File: src/rtl/e_stage_reg_pkg.sv
// Shared Y86 constants and E-stage helpers used by the execute pipeline register.
package e_stage_reg_pkg;

   // Y86 instruction codes
   localparam logic [3:0] ICODE_NOP = 4'h1;
   localparam logic [3:0] ICODE_JXX = 4'h7;

   // Y86 status codes
   localparam logic [3:0] STAT_AOK  = 4'h1;
   localparam logic [3:0] STAT_HLT  = 4'h2;
   localparam logic [3:0] STAT_ADR  = 4'h3;
   localparam logic [3:0] STAT_INS  = 4'h4;

   // "No register" identifier
   localparam logic [3:0] RNONE     = 4'hF;

   // Which way the E register is updated on a non-reset edge
   typedef enum logic [1:0] {
      PATH_LOAD   = 2'd0,
      PATH_BUBBLE = 2'd1,
      PATH_STALL  = 2'd2
   } e_path_t;

   // An instruction entering E behind a not-taken jump is on the mispredicted
   // path; its exception status must not reach later stages.
   function automatic logic squash_stat(input logic [3:0] m_icode,
                                        input logic       cnd,
                                        input logic [3:0] stat);
      return (m_icode == ICODE_JXX) && (cnd == 1'b0) && (stat != STAT_AOK);
   endfunction

endpackage

File: src/rtl/e_stage_reg_sat_counter.sv
// Saturating event counter: counts inc pulses, sticks at all-ones.
module sat_counter #(
   parameter int CW = 16
) (
   input  logic          clk,
   input  logic          reset,
   input  logic          inc,
   output logic [CW-1:0] count
);

   logic [CW-1:0] r_count;

   // Count up on inc unless already at the maximum value; clear on reset
   always_ff @(posedge clk) begin
      if (reset) begin
         r_count <= {CW{1'b0}};
      end else if (inc && (r_count != {CW{1'b1}})) begin
         r_count <= r_count + CW'(1);
      end else begin
         r_count <= r_count;
      end
   end

   assign count = r_count;

endmodule

File: src/rtl/e_stage_reg.sv
// Y86 execute-stage pipeline register with stall/bubble control, mispredict
// status squashing and saturating bubble/stall/squash event counters.
module e_stage_reg
   import e_stage_reg_pkg::*;
#(
   parameter int W  = 64,
   parameter int CW = 16
) (
   input  logic          clk,
   input  logic          reset,
   input  logic          E_stall,
   input  logic          E_bubble,
   input  logic [3:0]    d_stat,
   input  logic [3:0]    d_icode,
   input  logic [3:0]    d_ifun,
   input  logic [W-1:0]  d_valC,
   input  logic [W-1:0]  d_valA,
   input  logic [W-1:0]  d_valB,
   input  logic [3:0]    d_dstE,
   input  logic [3:0]    d_dstM,
   input  logic [3:0]    d_srcA,
   input  logic [3:0]    d_srcB,
   input  logic [3:0]    M_icode,
   input  logic          e_Cnd,
   output logic [3:0]    E_stat,
   output logic [3:0]    E_icode,
   output logic [3:0]    E_ifun,
   output logic [W-1:0]  E_valC,
   output logic [W-1:0]  E_valA,
   output logic [W-1:0]  E_valB,
   output logic [3:0]    E_dstE,
   output logic [3:0]    E_dstM,
   output logic [3:0]    E_srcA,
   output logic [3:0]    E_srcB,
   output logic          E_valid,
   output logic [CW-1:0] bubble_cnt,
   output logic [CW-1:0] stall_cnt,
   output logic [CW-1:0] squash_cnt
);

   e_path_t      w_path;
   logic         w_squash;
   logic         w_inc_bubble;
   logic         w_inc_stall;
   logic         w_inc_squash;

   logic [3:0]   w_next_stat;
   logic [3:0]   w_next_icode;
   logic [3:0]   w_next_ifun;
   logic [W-1:0] w_next_valC;
   logic [W-1:0] w_next_valA;
   logic [W-1:0] w_next_valB;
   logic [3:0]   w_next_dstE;
   logic [3:0]   w_next_dstM;
   logic [3:0]   w_next_srcA;
   logic [3:0]   w_next_srcB;
   logic         w_next_valid;

   logic [3:0]   r_stat;
   logic [3:0]   r_icode;
   logic [3:0]   r_ifun;
   logic [W-1:0] r_valC;
   logic [W-1:0] r_valA;
   logic [W-1:0] r_valB;
   logic [3:0]   r_dstE;
   logic [3:0]   r_dstM;
   logic [3:0]   r_srcA;
   logic [3:0]   r_srcB;
   logic         r_valid;

   // Select the update path (stall beats bubble) and derive event pulses;
   // no event is counted on a reset edge
   always_comb begin
      w_path       = PATH_LOAD;
      w_squash     = 1'b0;
      w_inc_bubble = 1'b0;
      w_inc_stall  = 1'b0;
      w_inc_squash = 1'b0;
      if (E_stall) begin
         w_path = PATH_STALL;
      end else if (E_bubble) begin
         w_path = PATH_BUBBLE;
      end else begin
         w_path = PATH_LOAD;
      end
      w_squash     = (w_path == PATH_LOAD) && squash_stat(M_icode, e_Cnd, d_stat);
      w_inc_bubble = !reset && (w_path == PATH_BUBBLE);
      w_inc_stall  = !reset && (w_path == PATH_STALL);
      w_inc_squash = !reset && w_squash;
   end

   // Compute the next E contents for the selected path
   always_comb begin
      w_next_stat  = STAT_AOK;
      w_next_icode = ICODE_NOP;
      w_next_ifun  = 4'h0;
      w_next_valC  = {W{1'b0}};
      w_next_valA  = {W{1'b0}};
      w_next_valB  = {W{1'b0}};
      w_next_dstE  = RNONE;
      w_next_dstM  = RNONE;
      w_next_srcA  = RNONE;
      w_next_srcB  = RNONE;
      w_next_valid = 1'b0;
      case (w_path)
         PATH_STALL: begin
            w_next_stat  = r_stat;
            w_next_icode = r_icode;
            w_next_ifun  = r_ifun;
            w_next_valC  = r_valC;
            w_next_valA  = r_valA;
            w_next_valB  = r_valB;
            w_next_dstE  = r_dstE;
            w_next_dstM  = r_dstM;
            w_next_srcA  = r_srcA;
            w_next_srcB  = r_srcB;
            w_next_valid = r_valid;
         end
         PATH_LOAD: begin
            w_next_stat  = w_squash ? STAT_AOK : d_stat;
            w_next_icode = d_icode;
            w_next_ifun  = d_ifun;
            w_next_valC  = d_valC;
            w_next_valA  = d_valA;
            w_next_valB  = d_valB;
            w_next_dstE  = d_dstE;
            w_next_dstM  = d_dstM;
            w_next_srcA  = d_srcA;
            w_next_srcB  = d_srcB;
            w_next_valid = 1'b1;
         end
         PATH_BUBBLE: begin
            w_next_valid = 1'b0;
         end
         default: begin
            w_next_valid = 1'b0;
         end
      endcase
   end

   // E register: reset loads the bubble state, otherwise take the next contents
   always_ff @(posedge clk) begin
      if (reset) begin
         r_stat  <= STAT_AOK;
         r_icode <= ICODE_NOP;
         r_ifun  <= 4'h0;
         r_valC  <= {W{1'b0}};
         r_valA  <= {W{1'b0}};
         r_valB  <= {W{1'b0}};
         r_dstE  <= RNONE;
         r_dstM  <= RNONE;
         r_srcA  <= RNONE;
         r_srcB  <= RNONE;
         r_valid <= 1'b0;
      end else begin
         r_stat  <= w_next_stat;
         r_icode <= w_next_icode;
         r_ifun  <= w_next_ifun;
         r_valC  <= w_next_valC;
         r_valA  <= w_next_valA;
         r_valB  <= w_next_valB;
         r_dstE  <= w_next_dstE;
         r_dstM  <= w_next_dstM;
         r_srcA  <= w_next_srcA;
         r_srcB  <= w_next_srcB;
         r_valid <= w_next_valid;
      end
   end

   assign E_stat  = r_stat;
   assign E_icode = r_icode;
   assign E_ifun  = r_ifun;
   assign E_valC  = r_valC;
   assign E_valA  = r_valA;
   assign E_valB  = r_valB;
   assign E_dstE  = r_dstE;
   assign E_dstM  = r_dstM;
   assign E_srcA  = r_srcA;
   assign E_srcB  = r_srcB;
   assign E_valid = r_valid;

   sat_counter #(.CW(CW)) u_bubble_cnt (
      .clk   (clk),
      .reset (reset),
      .inc   (w_inc_bubble),
      .count (bubble_cnt)
   );

   sat_counter #(.CW(CW)) u_stall_cnt (
      .clk   (clk),
      .reset (reset),
      .inc   (w_inc_stall),
      .count (stall_cnt)
   );

   sat_counter #(.CW(CW)) u_squash_cnt (
      .clk   (clk),
      .reset (reset),
      .inc   (w_inc_squash),
      .count (squash_cnt)
   );

endmodule
File: config.mk
export PLATFORM = sky130hd
export DESIGN_NAME = e_stage_reg
export DESIGN_NICKNAME = d
export VERILOG_FILES = /design/src/rtl/e_stage_reg_pkg.sv /design/src/rtl/e_stage_reg_sat_counter.sv /design/src/rtl/e_stage_reg.sv
export SDC_FILE = /design/constraint.sdc
export NUM_CORES = 1
export LEC_CHECK = 0
export CAP_MARGIN = 30
export CORE_AREA = 2 2 196 198
export DETAILED_ROUTE_END_ITERATION = 10
export DIE_AREA = 0 0 198 200
export SLEW_MARGIN = 20
export SYNTH_ARGS = -nofsm -noshare
export SYNTH_HDL_FRONTEND = slang
export SYNTH_SLANG_ARGS = --single-unit
File: constraint.sdc
create_clock -name clk -period 2.1 [get_ports clk]
set_input_delay 0.42 -clock clk [delete_from_list [all_inputs] [get_ports clk]]
set_output_delay 0.42 -clock clk [all_outputs]
set_load 0.05 [all_outputs]
==> flow_metrics.env <==
export IMPL_hpwl_um=23000
export IMPL_grt_pass1_wl_um=46200
export IMPL_met1_length_um=13200
export IMPL_worst_path_buf_inv=1
export IMPL_met3_wirelength_um=2440
export IMPL_layout_area_seq_um2=5390
export IMPL_avgSynthCellArea_um2=11.7
export IMPL_drive_gt1_frac=0.110
export IMPL_finalHoldWorstSlack_ps=307
export IMPL_p_leak_uw=0.00689
export IMPL_clock_latency_ps=560
export IMPL_vias=8095
export IMPL_clock_skew_ps=5.22
export IMPL_worstPathRequired_ps=1680
export IMPL_critPathMaxStageDelay_ps=570
export IMPL_end_kind="output pin"
export IMPL_layoutNonFillerInstCount=1821
export IMPL_drc=0
export IMPL_power_density_nw_per_um2=811
export IMPL_die_width_um=198
export IMPL_top_layer="met5"
export IMPL_status="finished, final reports clean"
export IMPL_swShare=0.256
export IMPL_std_cell_rows=71
export IMPL_routedWlPerCell_um=17.4
export IMPL_grt_max_degree=102
export IMPL_antenna_found_initial=2
export IMPL_ys_ff_latch=269
export IMPL_fin_crit_sh=0.964
export IMPL_fillers=3649
export IMPL_worstPathMaxFanout=6
export IMPL_syn_nets=1007
export IMPL_wl_um=31600
export IMPL_cts_resized=250
export IMPL_drtAntennaViolNets=0
export IMPL_vdd_ir_drop_max_mv=0.541
export IMPL_cts_root_buffer="clkbuf_16"
export IMPL_grt_pass1_vias=7974
export IMPL_start_util=0.242
export IMPL_rsz0062_at_grt="no"
export IMPL_syn2layout_area_growth_pct=71.8
export IMPL_crit_family="buffers and inverters"
export IMPL_clkPwrFrac=0.441
export IMPL_netlist_top_cells_count="269 x dfxtp_1, 202 x a22o_1, 50 x nor2_1"
export IMPL_synth_top_cell_area_share=0.595
export IMPL_clockBufferDepth=3
export IMPL_firstDrtPassIters=4
export IMPL_drtIter0Drc=322
export IMPL_r2r_cells=6
export IMPL_synth_area_leaders="dfxtp_1 60%, a22o_1 20%, nor2_1 2.1%"
export IMPL_path_class="reg2out"
export IMPL_power_frac_comb=0.133
export IMPL_dieHeight_um=200
export IMPL_die_area_um2=39600
export IMPL_dp_cells=1765
export IMPL_grt_usage=0.148
export IMPL_p_int_uw=9380
export IMPL_numCtsBuffers=30
export IMPL_yosysMostFrequentCell="dfxtp_1"
export IMPL_timing_rr_end="u_bubble_cnt.count[4]"
export IMPL_cp_slowest_cell="dlygate4sd2_1"
export IMPL_arrival_ps=1600
export IMPL_wl_met2_um=15200
export IMPL_multi_input_area_um2=3420
export IMPL_path_clk_slew_ps=60
export IMPL_finalInstanceArea_um2=15600
export IMPL_ys_seq_area_frac=0.595
export IMPL_synth_distinct_cells=52
export IMPL_numPortBuffers=497
export IMPL_place_area_um2=14800
export IMPL_slew_headroom=0.577
export IMPL_fmax_mhz=494
export IMPL_synthCells=775
export IMPL_p_sw_uw=3230
export IMPL_cap_violations=0
export IMPL_ys_async_sr_fraction=0
export IMPL_ys_flop_type="dfxtp_1"
export IMPL_regToRegSetupSlack_ps=150
export IMPL_final_nets=1518
export IMPL_start_kind="flop"
export IMPL_drv_slew=0
export IMPL_synth_edf_count=0
export IMPL_ys_warn_count=0
export IMPL_max_slew_worst_pin_slew_ps=629
export IMPL_vias_per_cell=4.45
export IMPL_grt_overflow=0
export IMPL_crit_path_cell_trace="dlygate4sd2_1"
export IMPL_cts_sinks=269
export IMPL_crit_path_start="u_bubble_cnt.count[9]"
export IMPL_core_area_um2=37400
export IMPL_yosysTopAreaCell="dfxtp_1"
export IMPL_cts_hold_buf=0
export IMPL_endpoint="bubble_cnt[9]"
export IMPL_p_seq_frac=0.426
export IMPL_period_needed_ps=2020
export IMPL_post_cts_setup_buffer_count=0
export IMPL_hold_viol=0
export IMPL_synth_area_um2=9050
export IMPL_routabilityCongestion=0.787
export IMPL_ctsHtreeMaxLevel=1
export IMPL_ios=498
export IMPL_worstHoldPathType="in2reg"
export IMPL_final_setup_viol_count=0
export IMPL_cp_num_cells=1
export IMPL_tritoncts="built"
export IMPL_regToRegStartpoint="u_bubble_cnt.count[9]"
registers in the layout (all words and copies together) (netlist names):
| register | cells |
|---|---|
| E_valB | 64 |
| E_valC | 64 |
| E_icode | 4 |
| E_ifun | 4 |
| u_squash_cnt.count | 16 |
| u_stall_cnt.count | 16 |
| E_dstE | 4 |
| E_valA | 64 |
| E_srcB | 4 |
| E_valid | 1 |
| E_dstM | 4 |
| u_bubble_cnt.count | 16 |
| E_srcA | 4 |
| E_stat | 4 |
how the worst min path moves through the flow:
stage | startpoint | end | cells after the start
after global routing | reset | u_bubble_cnt.count[1] | 3
final | reset | u_bubble_cnt.count[13] | 3
after floorplan | d_stat[1] | E_stat[1] | 1
after detailed placement | E_valid | E_valid | 2
after CTS | reset | u_bubble_cnt.count[13] | 3
after global placement | E_valid | E_valid | 2
power by group through the flow:
stage / registers [uW] / logic [uW] / clock network [uW]
floorplan: 6080 / 288 / 0
global placement: 5480 / 1790 / 0
detailed placement: 5480 / 1800 / 0
CTS: 5370 / 1700 / 5740
global route: 5390 / 1760 / 5910
finish: 5370 / 1680 / 5560
kinds of logic after synthesis:
group,count (synthesis),share of synthesized area
and+or+nand+nor,156,0.0975
adders and majority gates,3,0.00415
DFF,269,0.595
buffers and inverters,64,0.0289
xor gates and xnor gates,23,0.0223
AOI/OAI and AO/OA,247,0.237
muxes,13,0.0151
per-layer routing:
metal / GRT usage / vias to the layer above
met4: 0.0432 / 2
li1: - / 3941
met5: 0 / -
met1: 0.181 / 3799
met3: 0.0444 / 38
met2: 0.252 / 315
layout make-up:
class / instances / share of cell area
sequential: 269 / 0.347
timing repair buffer: 537 / 0.322
multi-input combinational: 442 / 0.220
clock buffer: 40 / 0.0558
tap: 511 / 0.0411
clock inverter: 15 / 0.0125
inverter: 6 / 0.00145
antenna: 1 / 0.000161
through the flow:
step           setup TNS (ps)   util  worst slack, ps  total power [uW]
2_1_floorplan           -10.9      -            -10.9              6370
3_3_place_gp           -10330  0.396             -448              7280
3_5_place_dp           -11460  0.396             -419              7280
4_1_cts                     0  0.416             25.7             12800
5_1_grt                     0  0.416             5.39             13100
6_report                    0  0.416             76.6             12600
layout by cell type (no fill, tap or decap), drive strengths merged, types with 7 or more instances in the layout:
cell type      count
a21oi              7
a22o             202
buf               60
clkbuf            40
clkdlybuf4s50    227
clkinv             8
dfxtp            269
dlygate4sd2      250
mux2i              8
nand2             16
nand3             15
nand4             12
nor2              50
nor3              13
nor4               8
o22a              17
xnor2             18
Power figures use the tool's default switching activity.
